## config.mk

```make
export PLATFORM = sky130hd
export DESIGN_NAME = gen_sub_decomposed_pipe
export DESIGN_NICKNAME = d
export VERILOG_FILES = /design/src/rtl/gen_sub_decomposed_pipe.sv
export SDC_FILE = /design/constraint.sdc
export NUM_CORES = 1
export LEC_CHECK = 0
export BUFFER_PORTS_ARGS = -buffer_cell sky130_fd_sc_hd__buf_2
export CORE_ASPECT_RATIO = 0.5
export CORE_UTILIZATION = 34
export DETAILED_ROUTE_END_ITERATION = 8
export GPL_ROUTABILITY_DRIVEN = 0
export GPL_TIMING_DRIVEN = 0
export MAX_ROUTING_LAYER = met4
export PLACE_DENSITY = 0.55
export SLEW_MARGIN = 20
export SYNTH_ARGS = -nofsm -noshare
export SYNTH_HDL_FRONTEND = slang
export SYNTH_SLANG_ARGS = --single-unit
```

## constraint.sdc

```tcl
create_clock -name clk -period 3.45 [get_ports clk]
set_input_delay 0.69 -clock clk [delete_from_list [all_inputs] [get_ports clk]]
set_output_delay 0.69 -clock clk [all_outputs]
set_load 0.05 [all_outputs]
```

## src/rtl/gen_sub_decomposed_pipe.sv

```systemverilog
// Two-stage 4-bit modular subtractor a = (s - b) mod 16 with borrow-out.
// Stage 1 registers the AND product terms; stage 2 merges them with XOR only.
module gen_sub_decomposed_pipe (
  input  logic       clk,
  input  logic       rst,
  input  logic       in_valid,
  output logic       in_ready,
  input  logic [3:0] s,
  input  logic [3:0] b,
  output logic       out_valid,
  input  logic       out_ready,
  output logic [3:0] a,
  output logic       bout,
  output logic [9:0] n_dbg
);

  logic [3:0] g;
  logic [3:0] p;
  logic [3:0] d;
  logic [9:0] terms;

  logic       s1_load;
  logic       s2_load;

  logic       s1_valid_q, s1_valid_d;
  logic [9:0] s1_n_q, s1_n_d;
  logic [3:0] s1_d_q, s1_d_d;
  logic       s2_valid_q, s2_valid_d;
  logic [3:0] a_q, a_d;
  logic       bout_q, bout_d;

  // Nonlinear part: borrow generate/propagate and every product term.
  always_comb begin
    g = ~s & b;
    p = ~(s ^ b);
    d = s ^ b;
    terms[0] = g[0];
    terms[1] = g[1];
    terms[2] = p[1] & g[0];
    terms[3] = g[2];
    terms[4] = p[2] & g[1];
    terms[5] = p[2] & p[1] & g[0];
    terms[6] = g[3];
    terms[7] = p[3] & g[2];
    terms[8] = p[3] & p[2] & g[1];
    terms[9] = p[3] & p[2] & p[1] & g[0];
  end

  always_comb begin
    in_ready   = ~s1_valid_q | ~s2_valid_q | out_ready;
    s1_load    = in_ready;
    s2_load    = ~s2_valid_q | out_ready;

    s1_valid_d = s1_valid_q;
    s1_n_d     = s1_n_q;
    s1_d_d     = s1_d_q;
    s2_valid_d = s2_valid_q;
    a_d        = a_q;
    bout_d     = bout_q;

    if (s1_load) begin
      s1_valid_d = in_valid;
      if (in_valid) begin
        s1_n_d = terms;
        s1_d_d = d;
      end
    end

    // Linear part: terms within one borrow are mutually exclusive, so XOR is exact.
    if (s2_load) begin
      s2_valid_d = s1_valid_q;
      if (s1_valid_q) begin
        a_d[0] = s1_d_q[0];
        a_d[1] = s1_d_q[1] ^ s1_n_q[0];
        a_d[2] = s1_d_q[2] ^ s1_n_q[1] ^ s1_n_q[2];
        a_d[3] = s1_d_q[3] ^ s1_n_q[3] ^ s1_n_q[4] ^ s1_n_q[5];
        bout_d = s1_n_q[6] ^ s1_n_q[7] ^ s1_n_q[8] ^ s1_n_q[9];
      end
    end
  end

  always_ff @(posedge clk) begin
    if (rst) begin
      s1_valid_q <= 1'b0;
      s1_n_q     <= '0;
      s1_d_q     <= '0;
      s2_valid_q <= 1'b0;
      a_q        <= '0;
      bout_q     <= 1'b0;
    end else begin
      s1_valid_q <= s1_valid_d;
      s1_n_q     <= s1_n_d;
      s1_d_q     <= s1_d_d;
      s2_valid_q <= s2_valid_d;
      a_q        <= a_d;
      bout_q     <= bout_d;
    end
  end

  assign out_valid = s2_valid_q;
  assign a         = a_q;
  assign bout      = bout_q;
  assign n_dbg     = s1_n_q;

endmodule
```

==> impl_metrics.env <==
export IMPL_drt_iter0_markers=18
export IMPL_slew_headroom=0.6429
export IMPL_fmax_mhz=452.9
export IMPL_worst_slack_ns=1.242
export IMPL_via_count=853
export IMPL_reg2reg_from="s1_valid_q$_SDFFE_PP0P_"
export IMPL_wire_per_inst_um=13.15
export IMPL_synth_avg_cell_area_um2=9.074
export IMPL_hold_viol=0
export IMPL_design_area_um2=1197
export IMPL_dpl_cell_area_um2=1152
export IMPL_finalCritPeriodShare=0.6400
export IMPL_antenna_left=0
export IMPL_end_kind="primary output"
export IMPL_worst_skew_pair_late_latency_ns=0.26
export IMPL_ctsResizeCount=0
export IMPL_cts_sinks=21
export IMPL_power_frac_clock=0.312
export IMPL_synth_top_cell_area_share=0.4330
export IMPL_grt_overflow=0
export IMPL_synth_net_count=123
export IMPL_dr_pass1_iters=4
export IMPL_switchingPower_mw=0.1506
export IMPL_cp_max_fo=10
export IMPL_ir_drop_mv=0.1890
export IMPL_placementRows=13
export IMPL_crit_type="input pin to primary output"
export IMPL_synth_area_um2=970.9
export IMPL_hpwlAfterDp_mm=1.644
export IMPL_path_clk_slew_ns=0.08
export IMPL_finalMaxSlewViolations=0
export IMPL_pre_cts_ws_ns=1.250
export IMPL_synthCells=107
export IMPL_holdBufCountCts=0
export IMPL_drive_gt1_frac=0.2754
export IMPL_min_to="a[2]$_SDFFE_PP0P_"
export IMPL_dieArea_um2=3086
export IMPL_yosys_area_top_type="dfxtp_1"
export IMPL_via_per_inst=4.874
export IMPL_clock_skew_ns=0.003928
export IMPL_arrival_ns=1.52
export IMPL_internal_power_mw=0.3708
export IMPL_sw_frac_of_total=0.2889
export IMPL_cts_tree="yes"
export IMPL_ys_seq_area_frac=0.4330
export IMPL_setup_viol=0
export IMPL_post_cts_repair_setup_buffers=0
export IMPL_layout_nets=155
export IMPL_portBuffers=27
export IMPL_drt_wl_total_mm=2.301
export IMPL_outcome="finished, final reports clean"
export IMPL_grt_pass1_wl_mm=3.615
export IMPL_dieHeight_um=39.79
export IMPL_r2r_slack_ns=2.23
export IMPL_grt_pass1_vias=723
export IMPL_combPwrFrac=0.185
export IMPL_clock_path_buffers=2
export IMPL_grt_antenna_before_repair=0
export IMPL_io_pins=29
export IMPL_hp_start="a[2]$_SDFFE_PP0P_"
export IMPL_pwr_share_seq=0.503
export IMPL_total_leakage_power_nw=0.5064
export IMPL_core_area_um2=2651
export IMPL_finalCriticalPeriod_ns=2.208
export IMPL_yosys_top_cells_area="dfxtp_1 43%, a21oi_1 11%, a311oi_1 6.3%, xnor2_1 6.3%, o21ai_0 6.2%"
export IMPL_ys_types=19
export IMPL_grt_max_degree=12
export IMPL_min_delay_path_depth=2
export IMPL_cts_root_buf="clkbuf_8"
export IMPL_regToRegEndpoint="s1_d_q[3]$_SDFFE_PP0P_"
export IMPL_grt_util_all_layers=0.1694
export IMPL_worstMarginPinSlew_ns=0.5357
export IMPL_num_antenna_cells=0
export IMPL_powerDensity_nw_per_um2=435.5
export IMPL_maxCapViolCount=0
export IMPL_yosysWarnings=0
export IMPL_rr_worst_depth=6
export IMPL_required_ns=2.76
export IMPL_grt_setup_unrepaired="no"
export IMPL_area_growth_pct=23.32
export IMPL_ys_seq_elements=21
export IMPL_cp_start_kind="input pin"
export IMPL_dieWidth_um=77.58
export IMPL_numCtsBuffers=3
export IMPL_hold_class="flip-flop to flip-flop"
export IMPL_p_total_mw=0.5214
export IMPL_drc=0
export IMPL_htree_num_levels=1
export IMPL_fin_util=0.4516
export IMPL_initial_core_util=0.3662
export IMPL_setup_tns_ns=0
-- flip-flops by register name, summed over array words and instances, names as in the netlist --
register and count:
a 4, bout 1, n_dbg 10, out_valid 1, s1_d_q 4, s1_valid_q 1
-- power groups by stage --
stage | registers, mW | clock network, mW | logic, mW
4_1_cts | 0.262 | 0.167 | 0.0968
3_5_place_dp | 0.268 | 0 | 0.0964
5_1_grt | 0.264 | 0.181 | 0.104
2_1_floorplan | 0.293 | 0 | 0.0448
3_3_place_gp | 0.268 | 0 | 0.0963
6_report | 0.262 | 0.163 | 0.0966
-- metal layers --
metal / vias up / share of wire / track usage
met5: - / 0 / -
met2: 18 / 0.41 / 0.2566
li1: 447 / - / -
met3: 2 / 0.035 / 0.04884
met4: 0 / 0.0083 / 0.02830
met1: 386 / 0.55 / 0.2274
-- worst max-delay path, stage by stage --
cell and delay, ns:
buf_2 0.11, and3b_4 0.30, inv_2 0.04, buf_4 0.16, buf_2 0.22
-- Yosys cell counts --
master    count
buf_2         3
a21oi_1      21
ha_1          4
buf_6         2
buf_4         1
nand2b_1      1
nand3_1       8
dfxtp_1      21
and3b_4       1
a311oi_1      7
and3_1        2
nand4_1       4
inv_2         1
nor2b_1       1
xor3_1        1
inv_1         6
o21ai_0      12
xnor2_1       7
clkbuf_1      4
-- cell families after synthesis --
logic type,count (synthesis),share of synthesized area
adders and majority gates,4,0.05155
AOI/OAI and AO/OA,40,0.2333
and+or+nand+nor,17,0.1057
xor gates and xnor gates,8,0.08763
DFF,21,0.4330
buffers and inverters,17,0.08890
-- worst max path at each step --
stage	from	end	slack [ns]	cells past startpoint
global placement	out_ready	in_ready	1.25	5
finish	out_ready	in_ready	1.24	5
CTS	out_ready	in_ready	1.24	5
floorplan	out_ready	in_ready	1.57	3
global route	out_ready	in_ready	1.22	5
detailed placement	out_ready	in_ready	1.25	5
-- through the flow --
stage,cells,hold slack (ns)
global placement,171,0.4688
CTS,175,0.4852
finish,175,0.4820
detailed placement,171,0.4739
global route,175,0.5143
floorplan,107,0.4566
-- final cells by class --
type | instances | area [um^2]
multi-input cells | 69 | 464.2
clock buffers | 4 | 45.04
repair buffers | 27 | 135.1
fillers | 274 | 1454
inverters | 7 | 26.28
plain buffers | 10 | 60.06
well taps | 37 | 46.29
flip-flops and latches | 21 | 420.4
-- layout by cell type (no fill, tap or decap) --
master | Yosys | layout
buf_2 | 3 | 30
a21oi_1 | 21 | 21
dfxtp_1 | 21 | 21
o21ai_0 | 12 | 12
nand3_1 | 8 | 8
a311oi_1 | 7 | 7
xnor2_1 | 7 | 7
inv_1 | 6 | 6
clkbuf_1 | 4 | 5
nand4_1 | 4 | 4
ha_1 | 4 | 4
clkbuf_8 | 0 | 3
buf_6 | 2 | 2
and3_1 | 2 | 2
and3b_4 | 1 | 1
inv_2 | 1 | 1
buf_4 | 1 | 1
nand2b_1 | 1 | 1
nor2b_1 | 1 | 1
xor3_1 | 1 | 1
Note: power is estimated with default switching activity, not from simulation.
